### src/rtl/nibble_shift_feeder.sv
// nibble_shift_feeder
// Buffers 4-bit words from a valid/ready upstream in a small FIFO and feeds
// them to a 4-bit load/shift-left register. Each word is loaded once and then
// held for four cycles, so the register shifts it out MSB-first at pout[3].
// bit_valid and bit_last are timed to match the register's MSB output, so the
// consumer needs no bit counter of its own.
module nibble_shift_feeder #(
    parameter int DEPTH = 4
) (
    input  logic                     clk,
    input  logic                     rst,        // asynchronous, active-low
    input  logic                     in_valid,
    input  logic [3:0]               in_data,
    output logic                     in_ready,
    output logic                     ld,
    output logic [3:0]               pin,
    output logic                     bit_valid,
    output logic                     bit_last,
    output logic                     busy,
    output logic [$clog2(DEPTH):0]   fifo_count
);

    localparam int PW = $clog2(DEPTH);
    localparam int CW = PW + 1;

    // Load/shift sequencer states. Each word spends one cycle in each state,
    // which gives a load period of four cycles.
    localparam logic [2:0] IDLE = 3'd0;
    localparam logic [2:0] LOAD = 3'd1;
    localparam logic [2:0] SH1  = 3'd2;
    localparam logic [2:0] SH2  = 3'd3;
    localparam logic [2:0] SH3  = 3'd4;

    logic [3:0]    mem [DEPTH];
    logic [PW-1:0] wr_ptr;
    logic [PW-1:0] rd_ptr;
    logic [CW-1:0] count;

    logic [2:0]    state;
    logic [2:0]    state_nxt;

    logic          have_word;
    logic          push;
    logic          pop;
    logic          bit_valid_nxt;
    logic          bit_last_nxt;
    logic          busy_nxt;

    // FIFO status. Full refuses a push even when a pop happens on the same
    // edge, so in_ready depends on the registered count only.
    assign have_word  = (count != '0);
    assign in_ready   = rst && (count < CW'(DEPTH));
    assign push       = in_valid && in_ready;
    assign fifo_count = count;

    // The head word leaves the FIFO on exactly the edge that enters LOAD.
    assign pop = (state_nxt == LOAD);

    // Next-state logic for the load/shift sequencer.
    always_comb begin
        // NOTE: the default assignment on entry keeps every path assigned,
        // so no latch is inferred for state_nxt.
        state_nxt = state;
        case (state)
            IDLE:    if (have_word) state_nxt = LOAD;
            LOAD:    state_nxt = SH1;
            SH1:     state_nxt = SH2;
            SH2:     state_nxt = SH3;
            SH3:     state_nxt = have_word ? LOAD : IDLE;
            default: state_nxt = IDLE;
        endcase
    end

    // Bit strobes for the cycle after this edge. The register holds the MSB
    // of a word the cycle after LOAD, so pout[3] carries data while the
    // sequencer sits in SH1..SH3 and for the one cycle after SH3.
    always_comb begin
        bit_valid_nxt = (state_nxt == SH1) || (state_nxt == SH2) ||
                        (state_nxt == SH3) || (state == SH3);
        bit_last_nxt  = (state == SH3);
        busy_nxt      = (state_nxt != IDLE) || bit_valid_nxt;
    end

    // FIFO storage write port.
    always_ff @(posedge clk) begin
        // NOTE: the storage array is deliberately left out of reset; the
        // pointers and count define which entries are meaningful, so stale
        // contents are never observed and the array can map to plain RAM.
        if (push) begin
            mem[wr_ptr] <= in_data;
        end
    end

    // FIFO pointers and occupancy; pointers wrap naturally at DEPTH.
    always_ff @(posedge clk or negedge rst) begin
        // NOTE: sequential state is updated with non-blocking assignments so
        // every register samples values from before the edge.
        if (!rst) begin
            wr_ptr <= '0;
            rd_ptr <= '0;
            count  <= '0;
        end else begin
            if (push) begin
                wr_ptr <= wr_ptr + PW'(1);
            end
            if (pop) begin
                rd_ptr <= rd_ptr + PW'(1);
            end
            case ({push, pop})
                2'b10:   count <= count + CW'(1);
                2'b01:   count <= count - CW'(1);
                default: count <= count;
            endcase
        end
    end

    // Sequencer state register.
    always_ff @(posedge clk or negedge rst) begin
        if (!rst) begin
            state <= IDLE;
        end else begin
            state <= state_nxt;
        end
    end

    // Register-side outputs: load strobe and the word presented on pin.
    // pin keeps the last popped word until the next pop.
    always_ff @(posedge clk or negedge rst) begin
        if (!rst) begin
            ld  <= 1'b0;
            pin <= 4'h0;
        end else begin
            ld <= pop;
            if (pop) begin
                pin <= mem[rd_ptr];
            end
        end
    end

    // Consumer-side strobes aligned with the register's MSB output.
    always_ff @(posedge clk or negedge rst) begin
        if (!rst) begin
            bit_valid <= 1'b0;
            bit_last  <= 1'b0;
            busy      <= 1'b0;
        end else begin
            bit_valid <= bit_valid_nxt;
            bit_last  <= bit_last_nxt;
            busy      <= busy_nxt;
        end
    end

endmodule
### config.mk
export PLATFORM = sky130hd
export DESIGN_NAME = nibble_shift_feeder
export DESIGN_NICKNAME = d
export VERILOG_FILES = /design/src/rtl/nibble_shift_feeder.sv
export SDC_FILE = /design/constraint.sdc
export NUM_CORES = 1
export LEC_CHECK = 0
export ABC_AREA = 1
export CORE_AREA = 2 2 56 58
export DETAILED_ROUTE_END_ITERATION = 8
export DIE_AREA = 0 0 58 60
export PLACE_DENSITY = 0.82
export SLEW_MARGIN = 20
export SYNTH_ARGS = -nofsm -noshare
export SYNTH_HDL_FRONTEND = slang
export SYNTH_SLANG_ARGS = --single-unit
### constraint.sdc
create_clock -name clk -period 2.1 [get_ports clk]
set_input_delay 0.21 -clock clk [delete_from_list [all_inputs] [get_ports clk]]
set_output_delay 0.21 -clock clk [all_outputs]
set_load 0.005 [all_outputs]
==> impl.org, run 1 <==
** Run status
- The run finished with clean final reports.

** Yosys
- Share of synthesized area occupied by flip-flops and latches :: 61.49%
- After synthesis, the share of flip-flops with an asynchronous set or reset is 52.94%.
- For this run, the number of Yosys warnings is 0.
- The commonest cells after synthesis are nand2_1, inv_1, dfrtp_1, edfxtp_1.
- Leading area contributor after synthesis :: edfxtp_1
- The synthesized design contains 16 enable-type register cells.
- Counting flops and latches in the post-synthesis netlist gives 34.
- The synthesized design devotes to its leading area cell type 31.74% of total area.
- By instance count, the leading cell after synthesis is nand2_1.
- The synthesized netlist contains 24 unique library cells.
- Cell Area, Synth :: 1514 um2
- The number of nets in the synthesized netlist is 164.
- Among all flip-flop cells after synthesis, the most frequent one is dfrtp_1.
- In the post-synthesis netlist, the biggest area contributors are edfxtp_1, dfrtp_1, nand2_1.
- Avg Inst Size Synth :: 10.03 um2
- Synthesis produced 151 cells.

** Worst setup path
- The largest single stage delay on the critical path is 0.44 ns.
- Along the worst path, the maximum fanout reaches 8.
- The worst setup path is launched from a register.
- Family with the most delay on the worst path :: adder cells
- Crit path DAT :: 2.07 ns
- Critical-path top delay cell :: dfrtp_1
- Critical Path End Type :: register
- Data on the critical path is required at its endpoint by 2.32 ns.
- Combined buffer and inverter count along the critical path :: 2
- The worst setup path is of the reg2reg kind.
- The critical path goes through nor2_1 > nand2_2 > nand2_4 > inv_4 > ha_1 > inv_2 > fa_1 > nand2_1 > nand3_1 > xnor2_1.

** Routing
- The count of nets left with antenna violations once routing finished came out at 0.
- Number of search-and-repair iterations in the first detailed-routing pass :: 4
- Post-detailed-route via-to-cell ratio :: 4.861
- Final Routed Wirelength :: 2571 um
- The detailed router finished its first iteration with 34 violations.
- After detailed routing, the number of remaining DRC violations is 0.
- Average wire per cell in the routed design :: 12.30 um
- The detailed router placed 1016 vias in this run.

** Pwr
- Pleak :: 0.8536 nW
- Peak VDD IR :: 914.6 uV
- Ratio of total power to cell area :: 1365 nW/um2

** CTS
- No sink is reached through more buffers than the 2 on the longest clock path.
- For this design, the CTS-stage hold fixing added 0 buffers.
- The clock tree synthesis step divided the H-tree into 2 levels.
- Clock latency on the worst-skew pair :: 0.33 ns
- Clock-pin slew of the registers on the worst-case setup and hold paths :: 0.10 ns
- CTS tree :: built
- Clock sink count :: 34
- The tree is rooted in a clkbuf_4.
- Resized Gates After CTS :: 0
- Counting the buffers created by CTS gives 5.
- The number of setup buffers added after CTS is 0.

** Timing
- Final cycle utilization of the critical path :: 88.05%
- Max-slew headroom at the worst pin :: 72.54%
- Number of pins with negative max-slew slack in the final report :: 0
- The final hold violation count came to 0.
- Setup total negative slack on the finished layout was measured at 0 ns.
- Highest Clock Rate :: 540.8 MHz
- Worst hold margin :: 0.2219 ns
- At the pin with the least slew margin, the transition time is 0.4104 ns.
- Setup repair after global routing left no endpoint under its margin.
- Slack of the critical path :: 0.2509 ns
- Final Critical Period :: 1.849 ns
- Clock skew on the completed layout was measured at 0.008641 ns.
- Total setup violations reported at the end of the flow :: 0

** Die
- Number of rows in the core area :: 20
- From left edge to right edge, the die measures 58 um.
- Measured along the y axis, the die boundary spans 60 um.
- Initial Util :: 52.16%
- Die area :: 3480 um2
- Core Area :: 2903 um2
- Total I/O pin count :: 19

** Global route
- Remaining global-route overflow :: 0
- Global routing consumed, on the met2 layer, 30.52% of the routing resources.
- Global-route met1 utilization :: 19.11%
- After global routing, the most crowded layer is met2.
- The first global-routing pass estimated 4312 um of wire.
- Entering global routing, the biggest net connects 19 pins.
- The number of global-route vias before repair came to 993.
- In the global route stage, overall resource usage came out at 17.17%.
- For this run, global-route usage on met3 was measured as 5.411%.
- The number of antenna violations at the first check in global routing came to 0.

** Worst hold path
- In this run the worst hold path is classified as in2async.

** Placement
- Worst slack at placement :: 0.1027 ns
- Final Wtd Congestion :: 0.7570
- In this run the tool buffered the top-level ports with 18 buffer cells.
- After legalization and detailed placement, the total HPWL measured 2005 um.

** Cells and area
- Area taken by multi-input logic gates :: 426.7 um2
- Register area :: 930.9 um2
- Filler Cells Inserted :: 234
- The net count of the finished layout is 188.
- Number of antenna repair diodes :: 0
- Cells with a size suffix above 1 make up 9.659% of the layout.
- Layout overhead on the synthesized area :: 17.60%

** Flow run
- The tool flagged a number of max-cap violations equal to 0.
-- cell type report --
| class | count | share of cell area [%] |
|---|---|---|
| Tap cell | 33 | 2.319 |
| Timing Repair Buffer | 19 | 10.54 |
| Clock inverter | 2 | 0.4919 |
| Sequential cell | 34 | 52.28 |
| Multi-Input combinational cell | 78 | 23.96 |
| Inverter | 37 | 8.082 |
| Clock buffer | 6 | 2.319 |
-- final timing paths --
path | from | end | slack, ns | cells after the start
hold reg to reg | state[2] | state[2] | 0.47 | 1
setup reg to reg | fifo_count[2] | fifo_count[2] | 0.25 | 10
setup / recovery | fifo_count[2] | fifo_count[2] | 0.25 | 10
hold / removal | rst | state[2] | 0.22 | 2
min in group clk | state[2] | state[2] | 0.47 | 1
max in group asynchronous | rst | bit_valid | 1.68 | 2
-- worst register-to-register path, cell delays in order, from the launching register on --
cell and delay [ns]:
dfrtp_1 0.44, nor2_1 0.08, nand2_2 0.10, nand2_4 0.09, inv_4 0.10, ha_1 0.18, inv_2 0.05, fa_1 0.39
nand2_1 0.08, nand3_1 0.10, xnor2_1 0.13
-- logic make-up after synthesis --
family	share of synthesized area, %
compound gates	1.983
xor+xnor	2.893
fa+ha+maj	5.455
buf+inv	10.33
flops	61.49
simple gates	17.85
-- per-layer routing --
metal	wire length [um]	vias up
met2	1351	24
met5	0	-
met4	40	0
met3	109	5
li1	-	505
met1	1069	482
-- flip-flops by register name (all words and copies together) (netlist names) --
signal / flops
mem: 16
bit_last: 1
ld: 1
busy: 1
fifo_count: 3
bit_valid: 1
state: 3
rd_ptr: 2
pin: 4
wr_ptr: 2
-- report_power, final --
group | switching [mW] | internal [mW]
clock | 0.203 | 0.126
combinational | 0.548 | 0.483
sequential | 0.175 | 0.897
-- per-stage QoR --
step                utilization, %  instance area, um2  total power [mW]  instances
floorplan                        -                1514             1.724        151
global placement             59.61                1730             2.027        201
detailed placement           59.61                1730             2.127        201
CTS                          61.34                1780             2.455        209
global route                 61.34                1780             2.636        209
finish                       61.34                1780             2.431        209
-- cell usage in the layout, fill, tap and decap left out, types with 2 or more instances in the layout --
cell type / netlist / layout
inv_1: 33 / 33
nand2_2: 2 / 2
nand3_1: 9 / 9
inv_4: 2 / 2
edfxtp_1: 16 / 16
ha_1: 5 / 5
clkbuf_4: 0 / 5
nor2_2: 2 / 2
xor2_1: 2 / 2
nor2_1: 9 / 9
nand2_1: 37 / 37
clkdlybuf4s50_1: 0 / 18
xnor2_1: 3 / 3
dfrtp_1: 18 / 18
inv_2: 2 / 2
Power figures use the tool's default switching activity.
==> run 2: changes to the inputs <==
--- a/config.mk
+++ b/config.mk
@@ -6,10 +6,11 @@
 export NUM_CORES = 1
 export LEC_CHECK = 0
 export ABC_AREA = 1
-export CORE_AREA = 2 2 56 58
+export CORE_AREA = 2 2 60 62
+export CTS_CLUSTER_DIAMETER = 40
 export DETAILED_ROUTE_END_ITERATION = 8
-export DIE_AREA = 0 0 58 60
-export PLACE_DENSITY = 0.82
+export DIE_AREA = 0 0 62 64
+export PLACE_DENSITY = 0.76
 export SLEW_MARGIN = 20
 export SYNTH_ARGS = -nofsm -noshare
 export SYNTH_HDL_FRONTEND = slang
==> constraint.sdc (replaced) <==
create_clock -name clk -period 1.7 [get_ports clk]
set_input_delay 0.17 -clock clk [delete_from_list [all_inputs] [get_ports clk]]
set_output_delay 0.17 -clock clk [all_outputs]
set_load 0.005 [all_outputs]
==> impl.org, run 2 (synthesis results as in run 1) <==
** Run status
- The run finished with clean final reports.

** Cells and area
- Fill cells in the final layout number 296.
- Cells with a size suffix above 1 make up 18.85% of the layout.
- The top cell types in the final layout, fill and taps aside, are nand2_1, inv_1, dfrtp_1, clkdlybuf4s50_1.
- mem holds more flip-flops than any other register.
- Commonest non-fill, non-tap cell in the layout :: nand2_1
- Number of antenna repair diodes :: 0
- The area growth from synthesis to layout is 28.43%.
- Final layout net count :: 203
- Final design instance area without fill :: 1944 um2
- Flip-flop count of the largest register, all copies and words added :: 16
- The largest registers in the layout are mem x16, pin x4.

** Pwr
- The internal portion of the total power is 2.079 mW.
- Clock Power Share :: 14.2%
- For this design the static power due to leakage is 0.9546 nW.
- Ratio of total power to cell area :: 1689 nW/um2
- The worst-case IR drop observed on VDD is 696.2 uV.
- Net switching fraction of the power :: 36.70%
- Summed over all nets, the switching power comes to 1.205 mW.
- Sequential share of power :: 39.8%
- The share of total power dissipated in combinational logic is 46.0%.
- Overall power consumption :: 3.284 mW

** Routing
- Final Routed Wirelength :: 2758 um
- Dividing the detail-routed via count by the number of cells gives 4.544.
- After the first detailed-routing iteration, the DRC count stood at 47.
- Across all layers, the routed design uses 1077 vias.
- Count of antenna-violating nets left after detailed routing :: 0
- After detailed routing, the number of remaining DRC violations is 0.
- For this run, the detailed router's first-pass iteration total came to 4.
- Average wire per cell in the routed design :: 11.64 um

** Die
- Die width :: 62 um
- During I/O placement, the number of pins put on the boundary was 19.
- Die area :: 3968 um2
- Number of rows in the core area :: 21
- Die Ht :: 64 um
- Once the floorplan was initialized, standard cells occupied 46.10% of the core.
- Core Area :: 3284 um2

** CTS
- After clock tree synthesis, the clock-pin slew on the worst setup and hold paths is 0.10 ns.
- H-tree level count :: 2
- For this design, the sink count on the clock tree is 34.
- Maximum clock insertion buffer count :: 2
- Buffers inserted to repair hold after CTS numbered 0.
- TritonCTS built the clock tree.
- CTS Root Cell :: clkbuf_4
- Clock latency on the worst-skew pair :: 0.34 ns
- Number of buffers inserted during clock tree synthesis :: 5

** Placement
- Worst slack at placement :: -0.2020 ns
- After detailed placement, the total cell area comes to 1837 um2.
- Post-detail-place hpwl :: 1999 um
- At the end of routability-driven placement, the weighted congestion stood at 0.7567.
- Buffers added on ports :: 18

** Worst hold path
- Worst hold path class :: in2async

** Worst setup path
- Worst-path cell chain :: nor2_1 > nand2_2 > nand2_4 > inv_4 > ha_4 > inv_2 > fa_2 > nand2_1 > nand3_1 > xnor2_1
- Data on the critical path arrives at its endpoint at 1.87 ns.
- STA puts the critical path data required time at 1.95 ns.
- The kind of cell with the highest combined delay along the critical path is adder cells.
- Maximum fanout along the worst path :: 3
- Combined buffer and inverter count along the critical path :: 2
- The largest single stage delay on the critical path is 0.43 ns.
- STA classifies the critical path startpoint as a register.
- For this design, the slowest cell found on the critical path is dfrtp_1.
- Critical Path End Type :: register
- The critical path in this run is classified as reg2reg.

** Timing
- The worst pin sits at a relative slew slack of 71.08%.
- For the pin with the worst max-slew slack, the measured transition is 0.4338 ns.
- Static timing analysis puts the maximum clock frequency at 616.6 MHz.
- On the final layout, the worst clock skew is 0.004867 ns.
- The smallest clock period supported by the final layout is computed as 1.622 ns.
- Total setup violations reported at the end of the flow :: 0
- After layout, the worst path uses 95.40% of the clock period.
- Final Hold Fails :: 0
- Setup repair after global routing missed its margin :: yes
- Number of pins with negative max-slew slack in the final report :: 0
- Once routing completed, OpenROAD measured the worst setup slack at 0.07822 ns.

** Global route
- Number of antenna violations at the first check in global routing :: 0
- Vias in the first global route :: 1069
- Global router's overall resource usage :: 16.42%
- Global routing finished with a remaining overflow of 0.
- The first global-routing pass estimated 4581 um of wire.
- Largest net degree at the start of global routing :: 19

** Flow run
- Number of maximum-capacitance violations :: 0
-- run 2: area by class of cell --
class	count	area, um2	area share, %
Inverter	37	143.9	7.400
Sequential cell	34	930.9	47.88
Multi-Input combinational cell	78	449.2	23.10
Timing Repair Buffer	34	302.8	15.57
Clock buffer	7	55.05	2.831
Clock inverter	1	5.005	0.2574
Tap cell	46	57.56	2.960
-- run 2: worst paths after layout --
check	from	to	slack (ns)	depth (start not counted)
worst min register to register	state[2]	state[2]	0.47	1
worst max-delay path	state[1]	fifo_count[2]	0.08	10
min in group clk	in_data[3]	mem[1][3]	0.46	1
worst max register to register	state[1]	fifo_count[2]	0.08	10
max in group asynchronous	rst	fifo_count[1]	1.27	2
worst min-delay path	rst	rd_ptr[0]	0.23	2
-- run 2: power by group through the flow --
stage	combinational (mW)	sequential, mW	clock [mW]
floorplan	0.868	1.26	0
CTS	1.50	1.30	0.473
finish	1.51	1.31	0.466
detailed placement	1.43	1.32	0
global placement	1.35	1.30	0
global route	1.71	1.33	0.520
-- run 2: per-layer routing --
metal	share of wire [%]	wire length [um]	track usage, %	vias up
li1	-	-	-	535
met1	41	1131	17.66	507
met2	51	1411	26.95	27
met3	4.6	128	6.073	8
met4	3.2	87	8.777	0
met5	0	0	0	-
-- run 2: what timing repair did --
| item | in CTS | in global routing |
|---|---|---|
| resized for setup | 3 | 4 |
| pin swaps | 3 | 4 |
| buffers inserted | 1 | 2 |
| hold endpoints to repair | 0 | 0 |
| setup endpoints to repair | 3 | 3 |
-- run 2: through the flow --
stage          cells  utilization [%]   TNS, ns  hold slack (ns)
2_1_floorplan    151                -         0          -0.1256
3_3_place_gp     226            55.92   -0.1995           0.4444
3_5_place_dp     226            55.92   -0.3718           0.4525
4_1_cts          235            58.44         0           0.2291
5_1_grt          237            59.20  -0.01366           0.2203
6_report         237            59.20         0           0.2257
